===== config.mk =====
export PLATFORM = sky130hd
export DESIGN_NAME = stream_sink
export DESIGN_NICKNAME = d
export VERILOG_FILES = /design/src/rtl/stream_pkg.sv /design/src/rtl/stream_sink_if.sv /design/src/rtl/stream_sink_lfsr.sv /design/src/rtl/stream_sink.sv
export SDC_FILE = /design/constraint.sdc
export NUM_CORES = 1
export LEC_CHECK = 0
export BUFFER_PORTS_ARGS = -buffer_cell sky130_fd_sc_hd__buf_4
export CORE_ASPECT_RATIO = 1.2
export CORE_MARGIN = 2
export CORE_UTILIZATION = 30
export DETAILED_ROUTE_END_ITERATION = 8
export PLACE_DENSITY = 0.59
export SYNTH_ARGS = -nofsm -noshare
export SYNTH_HDL_FRONTEND = slang
export SYNTH_HIERARCHICAL = 1
export SYNTH_SLANG_ARGS = --single-unit

===== constraint.sdc =====
create_clock -name i_clock -period 3.84 [get_ports i_clock]
set_clock_uncertainty 0.1 [all_clocks]
set_input_delay 0.768 -clock i_clock [delete_from_list [all_inputs] [get_ports i_clock]]
set_output_delay 0.768 -clock i_clock [all_outputs]
set_load 0.01 [all_outputs]

===== src/rtl/stream_pkg.sv =====
// stream_sink shared types and constants.
// State encoding, throttle modes and LFSR taps.
package stream_pkg;

  typedef enum logic [1:0] {
    ST_START = 2'd0,
    ST_IDLE  = 2'd1,
    ST_RUN   = 2'd2
  } state_e;

  localparam logic [1:0] THR_ALWAYS = 2'b00;
  localparam logic [1:0] THR_TOGGLE = 2'b01;
  localparam logic [1:0] THR_LFSR   = 2'b10;
  localparam logic [1:0] THR_STALL  = 2'b11;

  // Fibonacci taps 16,14,13,11 as bit positions 15,13,12,10.
  localparam logic [15:0] LFSR_TAPS = 16'hB400;

  function automatic logic [15:0] lfsr_next(
    input logic [15:0] s
  );
    return {s[14:0], ^(s & LFSR_TAPS)};
  endfunction

endpackage


===== src/rtl/stream_sink_if.sv =====
// Valid/ready stream bundle.
// master drives data/valid, slave drives ready.
interface stream_sink_if #(
  parameter int WIDTH = 16
);
  logic [WIDTH-1:0] data;
  logic             valid;
  logic             ready;

  modport master (
    output data,
    output valid,
    input  ready
  );

  modport slave (
    input  data,
    input  valid,
    output ready
  );
endinterface


===== src/rtl/stream_sink_lfsr.sv =====
// 16-bit Fibonacci LFSR for throttle patterns.
// Steps only when advance is high.
module stream_sink_lfsr
  import stream_pkg::*;
#(
  parameter logic [15:0] SEED = 16'hACE1
) (
  input  logic        clock,
  input  logic        reset,
  input  logic        advance,
  output logic [15:0] state
);

  logic [15:0] state_q;
  logic [15:0] state_d;

  // next state: shift in feedback when advancing
  always_comb begin
    state_d = state_q;
    if (advance) begin
      state_d = lfsr_next(state_q);
    end
  end

  // state register, seeded on reset
  always_ff @(posedge clock) begin
    if (reset) begin
      state_q <= SEED;
    end else begin
      state_q <= state_d;
    end
  end

  assign state = state_q;

endmodule


===== src/rtl/stream_sink.sv =====
// Stream sink: throttled acceptor and sequence checker.
// Optional STREAM_SINK_PROTOCOL_CHECK_EN adds valid/data stability check.
module stream_sink
  import stream_pkg::*;
#(
  parameter int          WIDTH     = 16,
  parameter int          CNT_WIDTH = 32,
  parameter logic [15:0] LFSR_SEED = 16'hACE1
) (
  input  logic                 i_clock,
  input  logic                 i_reset,
  input  logic [WIDTH-1:0]     i_in_data,
  input  logic                 i_in_valid,
  output logic                 o_in_ready,
  input  logic                 i_enable,
  input  logic [1:0]           i_throttle_mode,
  input  logic [WIDTH-1:0]     i_start_value,
  output logic [CNT_WIDTH-1:0] o_beat_count,
  output logic [CNT_WIDTH-1:0] o_error_count,
  output logic [WIDTH-1:0]     o_first_err_data,
  output logic [WIDTH-1:0]     o_first_err_expected,
  output logic                 o_error,
  output logic                 o_protocol_error
);

  localparam logic [CNT_WIDTH-1:0] CNT_ONE = CNT_WIDTH'(1);
  localparam logic [CNT_WIDTH-1:0] CNT_MAX = '1;
  localparam logic [WIDTH-1:0]     W_ONE   = WIDTH'(1);

  stream_sink_if #(.WIDTH(WIDTH)) in_bus ();

  state_e state_q;
  state_e state_d;
  logic   ready_q;
  logic   ready_d;
  logic   load_exp;
  logic   lfsr_adv;

  logic [15:0] lfsr_state;
  logic        unused_lfsr_hi;

  logic [WIDTH-1:0]     exp_q;
  logic [WIDTH-1:0]     exp_d;
  logic [CNT_WIDTH-1:0] beat_q;
  logic [CNT_WIDTH-1:0] beat_d;
  logic [CNT_WIDTH-1:0] errc_q;
  logic [CNT_WIDTH-1:0] errc_d;
  logic [WIDTH-1:0]     fdata_q;
  logic [WIDTH-1:0]     fdata_d;
  logic [WIDTH-1:0]     fexp_q;
  logic [WIDTH-1:0]     fexp_d;
  logic                 err_q;
  logic                 err_d;

  logic hs;
  logic miss;

  assign in_bus.data  = i_in_data;
  assign in_bus.valid = i_in_valid;
  assign in_bus.ready = ready_q;
  assign o_in_ready   = in_bus.ready;

  assign hs   = in_bus.valid & in_bus.ready;
  assign miss = hs & (in_bus.data != exp_q);

  stream_sink_lfsr #(
    .SEED (LFSR_SEED)
  ) u_lfsr (
    .clock   (i_clock),
    .reset   (i_reset),
    .advance (lfsr_adv),
    .state   (lfsr_state)
  );

  assign unused_lfsr_hi = ^lfsr_state[15:1];

  // FSM next state, next ready and LFSR stepping
  always_comb begin
    state_d  = state_q;
    ready_d  = 1'b0;
    load_exp = 1'b0;
    lfsr_adv = 1'b0;
    unique case (state_q)
      ST_START: begin
        state_d = ST_IDLE;
      end
      ST_IDLE: begin
        if (i_enable) begin
          load_exp = 1'b1;
          state_d  = ST_RUN;
        end
      end
      ST_RUN: begin
        lfsr_adv = 1'b1;
        if (!i_enable) begin
          state_d = ST_IDLE;
        end else begin
          unique case (i_throttle_mode)
            THR_ALWAYS: ready_d = 1'b1;
            THR_TOGGLE: ready_d = ~ready_q;
            THR_LFSR:   ready_d = lfsr_state[0];
            THR_STALL:  ready_d = 1'b0;
            default:    ready_d = 1'b0;
          endcase
        end
      end
      default: begin
        state_d = ST_START;
      end
    endcase
  end

  // FSM state and ready registers
  always_ff @(posedge i_clock) begin
    if (i_reset) begin
      state_q <= ST_START;
      ready_q <= 1'b0;
    end else begin
      state_q <= state_d;
      ready_q <= ready_d;
    end
  end

  // beat checking: counters, resync and first-error capture
  always_comb begin
    exp_d   = exp_q;
    beat_d  = beat_q;
    errc_d  = errc_q;
    fdata_d = fdata_q;
    fexp_d  = fexp_q;
    err_d   = err_q;
    if (hs) begin
      if (beat_q != CNT_MAX) begin
        beat_d = beat_q + CNT_ONE;
      end
      if (miss) begin
        exp_d = in_bus.data + W_ONE;
        err_d = 1'b1;
        if (errc_q != CNT_MAX) begin
          errc_d = errc_q + CNT_ONE;
        end
        if (!err_q) begin
          fdata_d = in_bus.data;
          fexp_d  = exp_q;
        end
      end else begin
        exp_d = exp_q + W_ONE;
      end
    end
    if (load_exp) begin
      exp_d = i_start_value;
    end
  end

  // checker registers
  always_ff @(posedge i_clock) begin
    if (i_reset) begin
      exp_q   <= '0;
      beat_q  <= '0;
      errc_q  <= '0;
      fdata_q <= '0;
      fexp_q  <= '0;
      err_q   <= 1'b0;
    end else begin
      exp_q   <= exp_d;
      beat_q  <= beat_d;
      errc_q  <= errc_d;
      fdata_q <= fdata_d;
      fexp_q  <= fexp_d;
      err_q   <= err_d;
    end
  end

  assign o_beat_count         = beat_q;
  assign o_error_count        = errc_q;
  assign o_first_err_data     = fdata_q;
  assign o_first_err_expected = fexp_q;
  assign o_error              = err_q;

`ifdef STREAM_SINK_PROTOCOL_CHECK_EN
  logic             pend_q;
  logic             pend_d;
  logic [WIDTH-1:0] pdata_q;
  logic [WIDTH-1:0] pdata_d;
  logic             perr_q;
  logic             perr_d;

  // a stalled beat must stay valid with unchanged data
  always_comb begin
    pend_d  = in_bus.valid & ~in_bus.ready;
    pdata_d = in_bus.data;
    perr_d  = perr_q;
    if (pend_q) begin
      if (!in_bus.valid || (in_bus.data != pdata_q)) begin
        perr_d = 1'b1;
      end
    end
  end

  // protocol checker registers
  always_ff @(posedge i_clock) begin
    if (i_reset) begin
      pend_q  <= 1'b0;
      pdata_q <= '0;
      perr_q  <= 1'b0;
    end else begin
      pend_q  <= pend_d;
      pdata_q <= pdata_d;
      perr_q  <= perr_d;
    end
  end

  assign o_protocol_error = perr_q;
`else
  assign o_protocol_error = 1'b0;
`endif

endmodule


==> flow_metrics.env <==
export IMPL_status="completed"
export IMPL_crit_type="input pin to flip-flop"
export IMPL_netlist_area_um2=6610
export IMPL_crit_chain="buf_4, xor2_1, nor4_1, and4_1, nor2_1, mux2_2, ha_1, nand2_1, nor3_1, nand4_1, a21oi_1, o211ai_1, a31oi_1"
export IMPL_grt_pass1_vias=5772
export IMPL_synthTopCellsByCount="dfxtp_1 (132), nor2_1 (113), nand2_1 (56)"
export IMPL_wl_per_cell_um=15.61
export IMPL_grt_setup_unrepaired="false"
export IMPL_cp_arrival_ps=3430
export IMPL_holdBufCountCts=0
export IMPL_final_nets=950
export IMPL_first_pass_iters=4
export IMPL_grt_pass1_wl_um=30450
export IMPL_worst_path_buf_inv=1
export IMPL_overflow=0
export IMPL_initial_utilization=0.3056
export IMPL_io_buffer_count=135
export IMPL_clockRootBuffer="clkbuf_16"
export IMPL_cp_required_ps=4090
export IMPL_coreArea_um2=21630
export IMPL_slew_headroom=0.3097
export IMPL_setup_tns_final_ps=0
export IMPL_hpwl_um=13140
export IMPL_synth_ff_type="dfxtp_1"
export IMPL_insertion_delay_ps=420
export IMPL_ys_top_cells_by_area="dfxtp_1 (40%), mux2i_1 (7.9%), nor2_1 (6.4%)"
export IMPL_grt_total_usage=0.1605
export IMPL_grt_max_degree=68
export IMPL_avgSynthCellArea_um2=8.420
export IMPL_clock_path_buffers=2
export IMPL_placementRows=59
export IMPL_hp_class="flip-flop to flip-flop"
export IMPL_tightest_slew_ps=1031
export IMPL_antenna_found_initial=0
export IMPL_cts_made_buffers=17
export IMPL_p_per_area_nw_per_um2=372.2
export IMPL_die_w_um=139.5
export IMPL_postRouteAntennaNets=0
export IMPL_cp_start_kind="input pin"
export IMPL_synth_most_common_cell="dfxtp_1"
export IMPL_synth_nets=826
export IMPL_vias_per_cell=5.135
export IMPL_setup_viol=0
export IMPL_min_period_over_period=0.8280
export IMPL_end_kind="flip-flop"
export IMPL_die_h_um=166.6
export IMPL_cts_resized=0
export IMPL_max_stage_delay_ps=420
export IMPL_async_flop_share=0
export IMPL_clkTransAtPathRegs_ps=60
export IMPL_synth_top_area_cell="dfxtp_1"
export IMPL_routed_via_count=6136
export IMPL_synth_edf_count=0
export IMPL_maxSlewViolCount=0
export IMPL_place_gp_congestion=0.8551
export IMPL_cts_tree="yes"
export IMPL_wl_um=18650
export IMPL_yosys_warnings=6
export IMPL_ys_types=56
export IMPL_leakagePower_nw=3.063
export IMPL_filler_cell_count=2229
export IMPL_cap_violations=0
export IMPL_grt_use_met2=0.2662
export IMPL_grt_use_met3=0.03163
export IMPL_drive_gt1_frac=0.2182
export IMPL_critPathSlowestCell="nor4_1"
export IMPL_crit_family="simple AND/OR/NAND/NOR gates"
export IMPL_top_usage_layer="met2"
export IMPL_preCtsSetupSlack_ps=280.8
export IMPL_syn2layout_area_growth_pct=27.39
export IMPL_htree_levels=4
export IMPL_hold_viol_final=0
export IMPL_drt_iter0_markers=371
export IMPL_ios=137
export IMPL_fmax_ghz=0.3145
export IMPL_synth_seq_area_share=0.3998
export IMPL_yosysTopAreaCellShare=0.3998
export IMPL_layout_setup_ws_ps=660.3
export IMPL_syn_inst=785
export IMPL_peakVddDrop_uv=288.1
export IMPL_antennaDiodeCount=0
export IMPL_synth_seq_cells=132
export IMPL_die_area_um2=23240
export IMPL_cts_setup_buffers=0
export IMPL_regArea_um2=2643
export IMPL_fin_crit_ps=3180
export IMPL_crit_fanout=6
export IMPL_drc=0
export IMPL_multi_input_area_um2=3676
export IMPL_cts_sinks=132
export IMPL_grt_use_met1=0.2034
[worst register-to-register path, delay by kind of cell, from the launching register on]
family          cells  cell delay, ps
compound gates      3             450
xor+xnor            1             120
fa+ha+maj           1             240
flops               1             520
mux                 1             230
simple gates        6            1410
[where the power goes]
| group | switching, mW | internal, mW |
|---|---|---|
| registers | 0.0222 | 1.39 |
| logic | 0.108 | 0.0835 |
| clock network | 0.613 | 0.919 |
| total | 0.743 | 2.39 |
[cells by family after synthesis]
group / synth area share
AO/OA/AOI/OAI: 0.1073
XOR/XNOR: 0.08575
adder cells (fa/ha/maj): 0.007194
buffers and inverters: 0.04543
flip-flops: 0.3998
multiplexers: 0.09408
other: 0.0005673
AND/OR/NAND/NOR: 0.2599
[placed cells by master (no fill, tap or decap), types with 3 or more instances in the layout]
cell / instances
buf_4: 156
nand4_1: 31
a31oi_1: 4
clkbuf_1: 4
inv_1: 11
and3_1: 8
nand3_1: 42
or3_1: 15
dfxtp_1: 132
xnor2_1: 19
nor3_1: 27
or2_2: 3
mux2_2: 9
nor2_1: 113
o21ai_0: 26
a21oi_1: 42
and4_1: 7
a211oi_1: 8
nor4_1: 14
or4_1: 14
xor2_1: 42
mux2i_1: 52
clkinvlp_4: 4
clkbuf_16: 17
ha_1: 3
o31ai_1: 16
nor2b_1: 5
nand2_1: 56
[per-layer routing]
layer / up-vias / routed length (µm)
met1: 2911 / 8489
met2: 138 / 8989
met3: 30 / 695
met5: - / 0
li1: 3057 / -
met4: 0 / 480
[sequential cells by signal, summed over array words and instances (netlist names)]
register	count
o_in_ready	1
o_first_err_expected	16
o_error	1
o_beat_count	32
exp_q	16
o_error_count	32
o_first_err_data	16
state_q	2
u_lfsr/state	16
[cell type report]
cell class                 count  share of cell area
timing repair buffer         156              0.1391
sequential                   132              0.3138
multi-input combinational    591              0.4366
clock inverter                 8            0.009361
tap                          274             0.04071
clock buffer                  23             0.05557
inverter                      11            0.004903
[stage by stage]
stage | hold WS [ps] | std cells | util | power (mW) | cell area, µm²
2_1_floorplan | 341.3 | 785 | - | 1.549 | 6610
3_3_place_gp | 356.7 | 1164 | 0.3640 | 1.631 | 7874
3_5_place_dp | 360.4 | 1164 | 0.3640 | 1.633 | 7874
4_1_cts | 373.2 | 1195 | 0.3893 | 3.182 | 8421
5_1_grt | 389.2 | 1195 | 0.3893 | 3.253 | 8421
6_report | 373.5 | 1195 | 0.3893 | 3.134 | 8421
[final timing paths]
kind	startpoint	end	slack (ps)	cells past startpoint
max reg2reg	exp_q[13]	exp_q[14]	700	12
max	i_in_data[15]	exp_q[14]	660	13
min reg2reg	u_lfsr/state[6]	u_lfsr/state[7]	370	2
min	u_lfsr/state[6]	u_lfsr/state[7]	370	2
Note: power is estimated with default switching activity, not from simulation.
